==> src/rtl/next_pc_controller_pkg.sv <==
// Shared definitions for the next-PC controller: adder select codes, FSM states
// and the target-source priority helper.
package next_pc_controller_pkg;

  // Next-PC adder source select
  localparam logic [1:0] ADDCTL_BRANCH = 2'd0;
  localparam logic [1:0] ADDCTL_JR     = 2'd1;
  localparam logic [1:0] ADDCTL_JUMP   = 2'd2;

  // Controller states
  typedef enum logic [1:0] {
    S_IDLE  = 2'd0,
    S_HOLD  = 2'd1,
    S_FLUSH = 2'd2
  } state_e;

  // Target source priority: jump > jr > taken branch.
  function automatic logic [1:0] sel_for(input logic jump, input logic jr);
    logic [1:0] sel;
    if (jump) begin
      sel = ADDCTL_JUMP;
    end else if (jr) begin
      sel = ADDCTL_JR;
    end else begin
      sel = ADDCTL_BRANCH;
    end
    return sel;
  endfunction

endpackage

==> src/rtl/sat_counter.sv <==
// Saturating up-counter with synchronous clear; holds at all-ones.
module sat_counter #(
  parameter int unsigned W = 16
) (
  input  logic         clk,
  input  logic         rst_n,
  input  logic         inc,
  input  logic         clr,
  output logic [W-1:0] count
);

  logic [W-1:0] cnt_q;

  // Count state: clear wins over increment, increment stops at all-ones
  always_ff @(posedge clk or negedge rst_n) begin
    if (!rst_n) begin
      cnt_q <= '0;
    end else if (clr) begin
      cnt_q <= '0;
    end else if (inc && (cnt_q != '1)) begin
      cnt_q <= cnt_q + W'(1);
    end
  end

  assign count = cnt_q;

endmodule

==> src/rtl/next_pc_controller.sv <==
// Next-PC controller: turns EX-stage branch/jump resolution into the next-PC adder
// select, a PC redirect strobe and a pipeline flush window. A redirect requested
// while the front end is stalled is parked in HOLD until the stall lifts.
module next_pc_controller
  import next_pc_controller_pkg::*;
#(
  parameter int unsigned FLUSH_CYCLES = 2,
  parameter int unsigned CNT_W        = 16
) (
  input  logic             Clk,
  input  logic             Reset_n,
  input  logic             ex_valid_i,
  input  logic             ex_branch_i,
  input  logic             ex_taken_i,
  input  logic             ex_jr_i,
  input  logic             ex_jump_i,
  input  logic             pc_stall_i,
  output logic [1:0]       adder_ctrl_o,
  output logic             redirect_o,
  output logic             flush_o,
  output logic             busy_o,
  output logic             multi_err_o,
  output logic [CNT_W-1:0] redirect_cnt_o
);

  // Remaining unstalled FLUSH cycles after the redirect cycle itself
  localparam logic [2:0] FLUSH_INIT = 3'(FLUSH_CYCLES - 1);
  localparam bit         HAS_FLUSH  = (FLUSH_CYCLES > 1);

  state_e     state_q, state_d;
  logic [1:0] sel_q, sel_d;
  logic [2:0] fcnt_q, fcnt_d;
  logic       merr_q, merr_d;

  logic       br_taken;
  logic       req;
  logic       multi;
  logic [1:0] new_sel;

  assign br_taken = ex_branch_i & ex_taken_i;
  assign req      = ex_valid_i & (ex_jump_i | ex_jr_i | br_taken);
  assign multi    = ex_valid_i &
                    ((ex_jump_i & ex_jr_i) | (ex_jump_i & br_taken) | (ex_jr_i & br_taken));
  assign new_sel  = sel_for(ex_jump_i, ex_jr_i);

  // State, selection, flush counter and sticky error registers
  always_ff @(posedge Clk or negedge Reset_n) begin
    if (!Reset_n) begin
      state_q <= S_IDLE;
      sel_q   <= ADDCTL_BRANCH;
      fcnt_q  <= '0;
      merr_q  <= 1'b0;
    end else begin
      state_q <= state_d;
      sel_q   <= sel_d;
      fcnt_q  <= fcnt_d;
      merr_q  <= merr_d;
    end
  end

  // Next-state and Mealy outputs
  always_comb begin
    state_d      = state_q;
    sel_d        = sel_q;
    fcnt_d       = fcnt_q;
    merr_d       = merr_q | multi;
    adder_ctrl_o = sel_q;
    redirect_o   = 1'b0;
    flush_o      = 1'b0;

    unique case (state_q)
      S_IDLE: begin
        if (req) begin
          sel_d        = new_sel;
          adder_ctrl_o = new_sel;
          if (pc_stall_i) begin
            state_d = S_HOLD;
          end else begin
            redirect_o = 1'b1;
            flush_o    = 1'b1;
            if (HAS_FLUSH) begin
              state_d = S_FLUSH;
              fcnt_d  = FLUSH_INIT;
            end
          end
        end
      end

      S_HOLD: begin
        // Parked redirect; younger EX requests are on the wrong path
        if (!pc_stall_i) begin
          redirect_o = 1'b1;
          flush_o    = 1'b1;
          if (HAS_FLUSH) begin
            state_d = S_FLUSH;
            fcnt_d  = FLUSH_INIT;
          end else begin
            state_d = S_IDLE;
          end
        end
      end

      S_FLUSH: begin
        flush_o = 1'b1;
        // Only unstalled cycles actually clear a pipeline slot
        if (!pc_stall_i) begin
          fcnt_d = fcnt_q - 3'd1;
          if (fcnt_q <= 3'd1) begin
            state_d = S_IDLE;
            fcnt_d  = '0;
          end
        end
      end

      default: begin
        state_d = S_IDLE;
      end
    endcase
  end

  assign busy_o      = (state_q != S_IDLE);
  assign multi_err_o = merr_q;

  sat_counter #(
    .W (CNT_W)
  ) u_redirect_cnt (
    .clk   (Clk),
    .rst_n (Reset_n),
    .inc   (redirect_o),
    .clr   (1'b0),
    .count (redirect_cnt_o)
  );

endmodule

==> config.mk <==
export PLATFORM = sky130hd
export DESIGN_NAME = next_pc_controller
export DESIGN_NICKNAME = d
export VERILOG_FILES = /design/src/rtl/next_pc_controller_pkg.sv /design/src/rtl/sat_counter.sv /design/src/rtl/next_pc_controller.sv
export SDC_FILE = /design/constraint.sdc
export NUM_CORES = 1
export LEC_CHECK = 0
export ABC_AREA = 1
export CAP_MARGIN = 10
export CORE_MARGIN = 5
export CORE_UTILIZATION = 35
export CTS_BUF_LIST = sky130_fd_sc_hd__clkbuf_16
export CTS_CLUSTER_SIZE = 10
export DETAILED_ROUTE_END_ITERATION = 7
export PLACE_DENSITY = 0.57
export SKIP_LAST_GASP = 1
export SLEW_MARGIN = 20
export SYNTH_ARGS = -nofsm -noshare
export SYNTH_HDL_FRONTEND = slang
export SYNTH_SLANG_ARGS = --single-unit
export TNS_END_PERCENT = 100
==> constraint.sdc <==
create_clock -name Clk -period 4.28 [get_ports Clk]
set_input_delay 0.428 -clock Clk [delete_from_list [all_inputs] [get_ports Clk]]
set_output_delay 0.428 -clock Clk [all_outputs]
set_load 0.01 [all_outputs]
# Word level (Yosys, flattened, before mapping)
# Index checks and enable logic that the tools add are counted.
dict set report classes {
  n_addsub 2
  magnitude_cmp 1
  eq_ne 7
  n_mux 19
  n_bitwise 11
  reduce_logical 6
}
# operator count
set ops {}
lappend ops {{16-bit by 1-bit adder with 16-bit output, second input constant} 1}
lappend ops {{2-bit two-way mux} 8}
lappend ops {{16-bit inequality test, second input constant} 1}
lappend ops {{3-bit two-way mux} 4}
lappend ops {{3-bit case mux with 3 select lines} 1}
lappend ops {{2-bit inequality test, second input constant} 4}
lappend ops {{1-bit bitwise AND} 6}
lappend ops {{2-bit case mux with 3 select lines} 1}
lappend ops {{1-bit bitwise OR} 5}
lappend ops {{4-bit AND reduction} 1}
lappend ops {{3-bit by 1-bit <= comparator with 1-bit output, second input constant} 1}
lappend ops {{1-bit two-way mux} 3}
lappend ops {{1-bit case mux with 3 select lines} 1}
lappend ops {{3-bit AND reduction} 1}
lappend ops {{3-bit nonzero test} 1}
lappend ops {{3-bit by 1-bit subtractor with 3-bit output, second input constant} 1}
lappend ops {{2-bit by 1-bit equality test with 1-bit output, second input constant} 1}
lappend ops {{2-bit equality test, second input constant} 1}
lappend ops {{2-bit logical NOT} 1}
lappend ops {{1-bit case mux with 2 select lines} 1}
lappend ops {{2-bit nonzero test} 1}
lappend ops {{1-bit logical AND} 1}
dict set report word_totals {
  register_bits 24
  in_bits 8
  out_inout_bits 22
}

# Logic depth before layout (Yosys ltp)
dict set report logic_depth {
  ltp_word 6
  mapped_depth 10
}

# Modules after synthesis
# From an unflattened synthesis, not the netlist that was laid out.
dict set report hier_totals {
  cells_unflattened 213
  area_unflattened_um2 1530.2
}
# mod instances cells_each area_each_um2 seq_area_each_um2
set by_module_without_submodules {}
lappend by_module_without_submodules {sat_counter 1 144 1037.2 400.4}
lappend by_module_without_submodules {next_pc_controller 1 69 493.0 200.2}

# Worst setup path after synthesis
# Ideal clock, no wire load.
dict set report synth_path {
  path_kind {reg2reg}
  start {register u_redirect_cnt.cnt_q[0] (netlist: u_redirect_cnt.count[0])}
  end {register u_redirect_cnt.cnt_q[0] (netlist: u_redirect_cnt.count[0])}
  arrival_time_ps 1479
  setup_slack_ps 2684
  path_stages_with_launch 10
  cell_sequence {dfrtp_1 > ha_1 > nand2_2 > nor2_4 > nand2_2 > nor2_4 > nor2_2 > buf_2 > nand2_1 > nand2_1}
}
dict set report synth_between {
  elab_chain_cells 2
  elab_cells_between_ends 3
}
# element line_no
set synth_rtl {}
lappend synth_rtl {{start, declared} sat_counter.sv:12} ;# logic [W-1:0] cnt_q;
lappend synth_rtl {{start signal, assigned} sat_counter.sv:21} ;# cnt_q <= cnt_q + W'(1);
lappend synth_rtl {{branches (longest 2 deep; another with 16-bit by 1-bit adder with 16-bit output)} -}
# Several ways; the timed one is not identified.
# A chain may end at the register's enable or synchronous reset.

# Final worst setup path
dict set report layout_path {
  start {input ex_jr_i}
  end {output adder_ctrl_o[0]}
}
dict set report layout_between {
  elab_chain_cells 5
  elab_cells_between_ends 7
}
# element line_no
set layout_rtl {}
lappend layout_rtl {{start, declared} next_pc_controller.sv:15} ;# input logic ex_jr_i,
lappend layout_rtl {{1-bit bitwise OR (2 in series)} next_pc_controller.sv:41} ;# assign req = ex_valid_i & (ex_jump_i | ex_jr_i | br_taken);
lappend layout_rtl {{1-bit bitwise AND} next_pc_controller.sv:41}
lappend layout_rtl {{2-bit two-way mux (*) (2 in series)} -}
lappend layout_rtl {{end, declared} next_pc_controller.sv:18} ;# output logic [1:0] adder_ctrl_o,
# Every way passes the cells marked *; elsewhere a longest branch is shown, timed or not.

==> impl_metrics.env <==
export IMPL_total_leakage_power_uw=0.000902
export IMPL_comb_power_share_pct=35.5
export IMPL_initial_core_util_pct=36.8
export IMPL_synthToLayoutAreaGrowth_pct=30.1
export IMPL_internal_power_uw=608
export IMPL_synthTopCellsByArea="dfrtp_1 (40%), nand2_1 (25%), inv_1 (4.8%)"
export IMPL_finalSetupViolCount=0
export IMPL_max_freq_mhz=391
export IMPL_required_ps=3850
export IMPL_ys_ff_latch=24
export IMPL_antenna_found_initial=0
export IMPL_die_w_microns=75.3
export IMPL_reg2reg_slack_ps=2410
export IMPL_rows=23
export IMPL_synth_top_area_cell="dfrtp_1"
export IMPL_io_pins=30
export IMPL_grt_pass1_wl_mm=6.04
export IMPL_track_usage_pct=13.7
export IMPL_dr_pass1_iters=4
export IMPL_drc=0
export IMPL_cts_tree="yes"
export IMPL_die_y_microns=75.3
export IMPL_synth_warnings=0
export IMPL_clkSlewWorstSetupHoldPaths_ps=60
export IMPL_ant_nets=0
export IMPL_cts_hold_buf=0
export IMPL_ys_types=23
export IMPL_antenna_cells=0
export IMPL_tightest_slew_ps=663
export IMPL_cts_made_buffers=3
export IMPL_dieArea_sq_um=5670
export IMPL_drive_gt1_share_pct=6.45
export IMPL_pwr_share_seq_pct=35.3
export IMPL_grt_overflow_total=0
export IMPL_place_hpwl_mm=2.52
export IMPL_slew_viol_final=0
export IMPL_p_per_area_nw_per_um2=477
export IMPL_yosysSeqAreaShare_pct=40.3
export IMPL_max_cap_violations=0
export IMPL_rsz0062_at_grt="false"
export IMPL_avgRoutedWirePerCell_microns=11.4
export IMPL_grt_max_degree=25
export IMPL_wirelength_mm=3.39
export IMPL_synth_area_sq_um=1490
export IMPL_crit_path_end_kind="primary output"
export IMPL_clkPwrFrac_pct=29.2
export IMPL_cts_sinks=24
export IMPL_vdd_ir_drop_worst_mv=0.211
export IMPL_cts_setup_buffers=0
export IMPL_finClkSkew_ps=2.20
export IMPL_drt_iter0_markers=64
export IMPL_worst_ep_arrival_time_ps=2130
export IMPL_synth_top_area_share_pct=40.3
export IMPL_ctsRootBufferMaster="clkbuf_16"
export IMPL_p_switching_uw=318
export IMPL_clock_path_buffers=2
export IMPL_tns_ps=0
export IMPL_relSlewSlack_pct=55.7
export IMPL_htreeDepth=1
export IMPL_cts_resized=0
export IMPL_hold_class="reg2reg"
export IMPL_port_buffers=29
export IMPL_placedCellCount=294
export IMPL_grt_pass1_vias=1288
export IMPL_core_sq_um=4060
export IMPL_critPathLaunchType="input port"
export IMPL_syn_inst=216
export IMPL_hold_viol=0
export IMPL_worst_setup_path_type="in2out"
export IMPL_syn_nets=227
export IMPL_final_cells=298
export IMPL_routabilityCongestion=0.775
export IMPL_avgSynthCellArea_sq_um=6.90
export IMPL_fin_crit_ps=2560
export IMPL_clkLatencyLatePin_ps=260
export IMPL_status="complete, no violations"
export IMPL_cp_max_fo=5
export IMPL_swShare_pct=34.3
export IMPL_fin_crit_sh_pct=59.7
export IMPL_viasPerCell=4.64
export IMPL_vias=1382
export IMPL_nNetsFinal=260
-- synth_stat cells --
master and count:
inv_2 2, buf_6 1, a21boi_1 1, or2_2 1
xor2_1 6, nand4_1 6, a31o_2 1, o21ai_1 1
nor2_4 2, nor2_1 19, nand3_1 12, nand2_1 98
nand2_2 2, dfrtp_1 24, nand2_4 1, xnor2_1 2
nand3b_1 1, buf_2 1, o21bai_1 1, nor2_2 2
ha_1 3, o21ai_0 10, inv_1 19
-- path summary, 6_finish.rpt --
| kind | depth (start not counted) | startpoint | to |
|---|---|---|---|
| setup / recovery | 8 | ex_jr_i | adder_ctrl_o[0] |
| hold / removal | 1 | multi_err_o | multi_err_o |
| setup reg to reg | 8 | u_redirect_cnt.count[0] | u_redirect_cnt.count[3] |
| hold reg to reg | 1 | multi_err_o | multi_err_o |
| max in group asynchronous | 2 | Reset_n | u_redirect_cnt.count[11] |
| min in group asynchronous | 2 | Reset_n | sel_q[0] |
-- metrics by stage --
stage	power [uW]	setup WS, ps	instance area (sq um)	util, %	hold slack, ps
after floorplan	529	2680	1490	-	132
after global placement	667	1750	1840	45.2	470
after detailed placement	665	1720	1840	45.2	477
after CTS	941	1710	1940	47.8	494
after global routing	1000	1550	1940	47.8	519
final	926	1720	1940	47.8	494
-- sequential cells by signal, indices dropped and copies added, names as in the netlist --
register,flops
fcnt_q,3
multi_err_o,1
sel_q,2
state_q,2
u_redirect_cnt.count,16
-- critical path, cell delays in order --
cell             delay (ps)
clkdlybuf4s50_1         450
inv_1                    60
nand3_1                  80
nand2_1                 110
nor2_1                  130
nand2_1                  70
o21ai_0                 210
clkdlybuf4s50_1         590
-- metal layers --
metal | share of wire, % | track usage, % | wire length (microns) | vias to the layer above
met5 | 0 | 0 | 0 | -
met4 | 0.44 | 1.75 | 15 | 0
met1 | 50 | 18.5 | 1680 | 622
met3 | 3.7 | 3.20 | 124 | 2
met2 | 46 | 22.9 | 1570 | 20
li1 | - | - | - | 738
-- layout by cell type, fill, tap and decap left out, types with 2 or more instances in the layout --
| cell | instances |
|---|---|
| dfrtp_1 | 24 |
| clkbuf_16 | 3 |
| nor2_1 | 19 |
| inv_1 | 19 |
| nor2_4 | 2 |
| nor2_2 | 2 |
| nand2_1 | 98 |
| inv_2 | 2 |
| clkdlybuf4s50_1 | 29 |
| nand3_1 | 12 |
| xnor2_1 | 2 |
| xor2_1 | 6 |
| nand2_2 | 2 |
| nand4_1 | 6 |
| o21ai_0 | 10 |
| ha_1 | 3 |
-- power groups by stage --
stage                     combinational (uW)  sequential (uW)  clock, uW
final                                    328              327        271
after global routing                     377              338        290
after CTS                                336              328        277
after detailed placement                 334              332          0
after global placement                   334              332          0
after floorplan                          201              328          0
-- final cells by class --
type	count	area [sq um]
fill	407	2120
multi-input combinational	169	796
sequential	24	601
timing repair buffer	30	298
inverter	21	78.8
clock buffer	3	75.1
tap	50	62.6
clock inverter	1	30.0
-- logic make-up after synthesis --
family                   count (synthesis)  share of synthesized area, %
XOR/XNOR                                 8                          4.70
flip-flops                              24                          40.3
buffers and inverters                   23                          6.38
AO/OA/AOI/OAI                           14                          5.29
AND/OR/NAND/NOR                        144                          40.9
adder cells (fa/ha/maj)                  3                          2.52
Power figures use the tool's default switching activity.
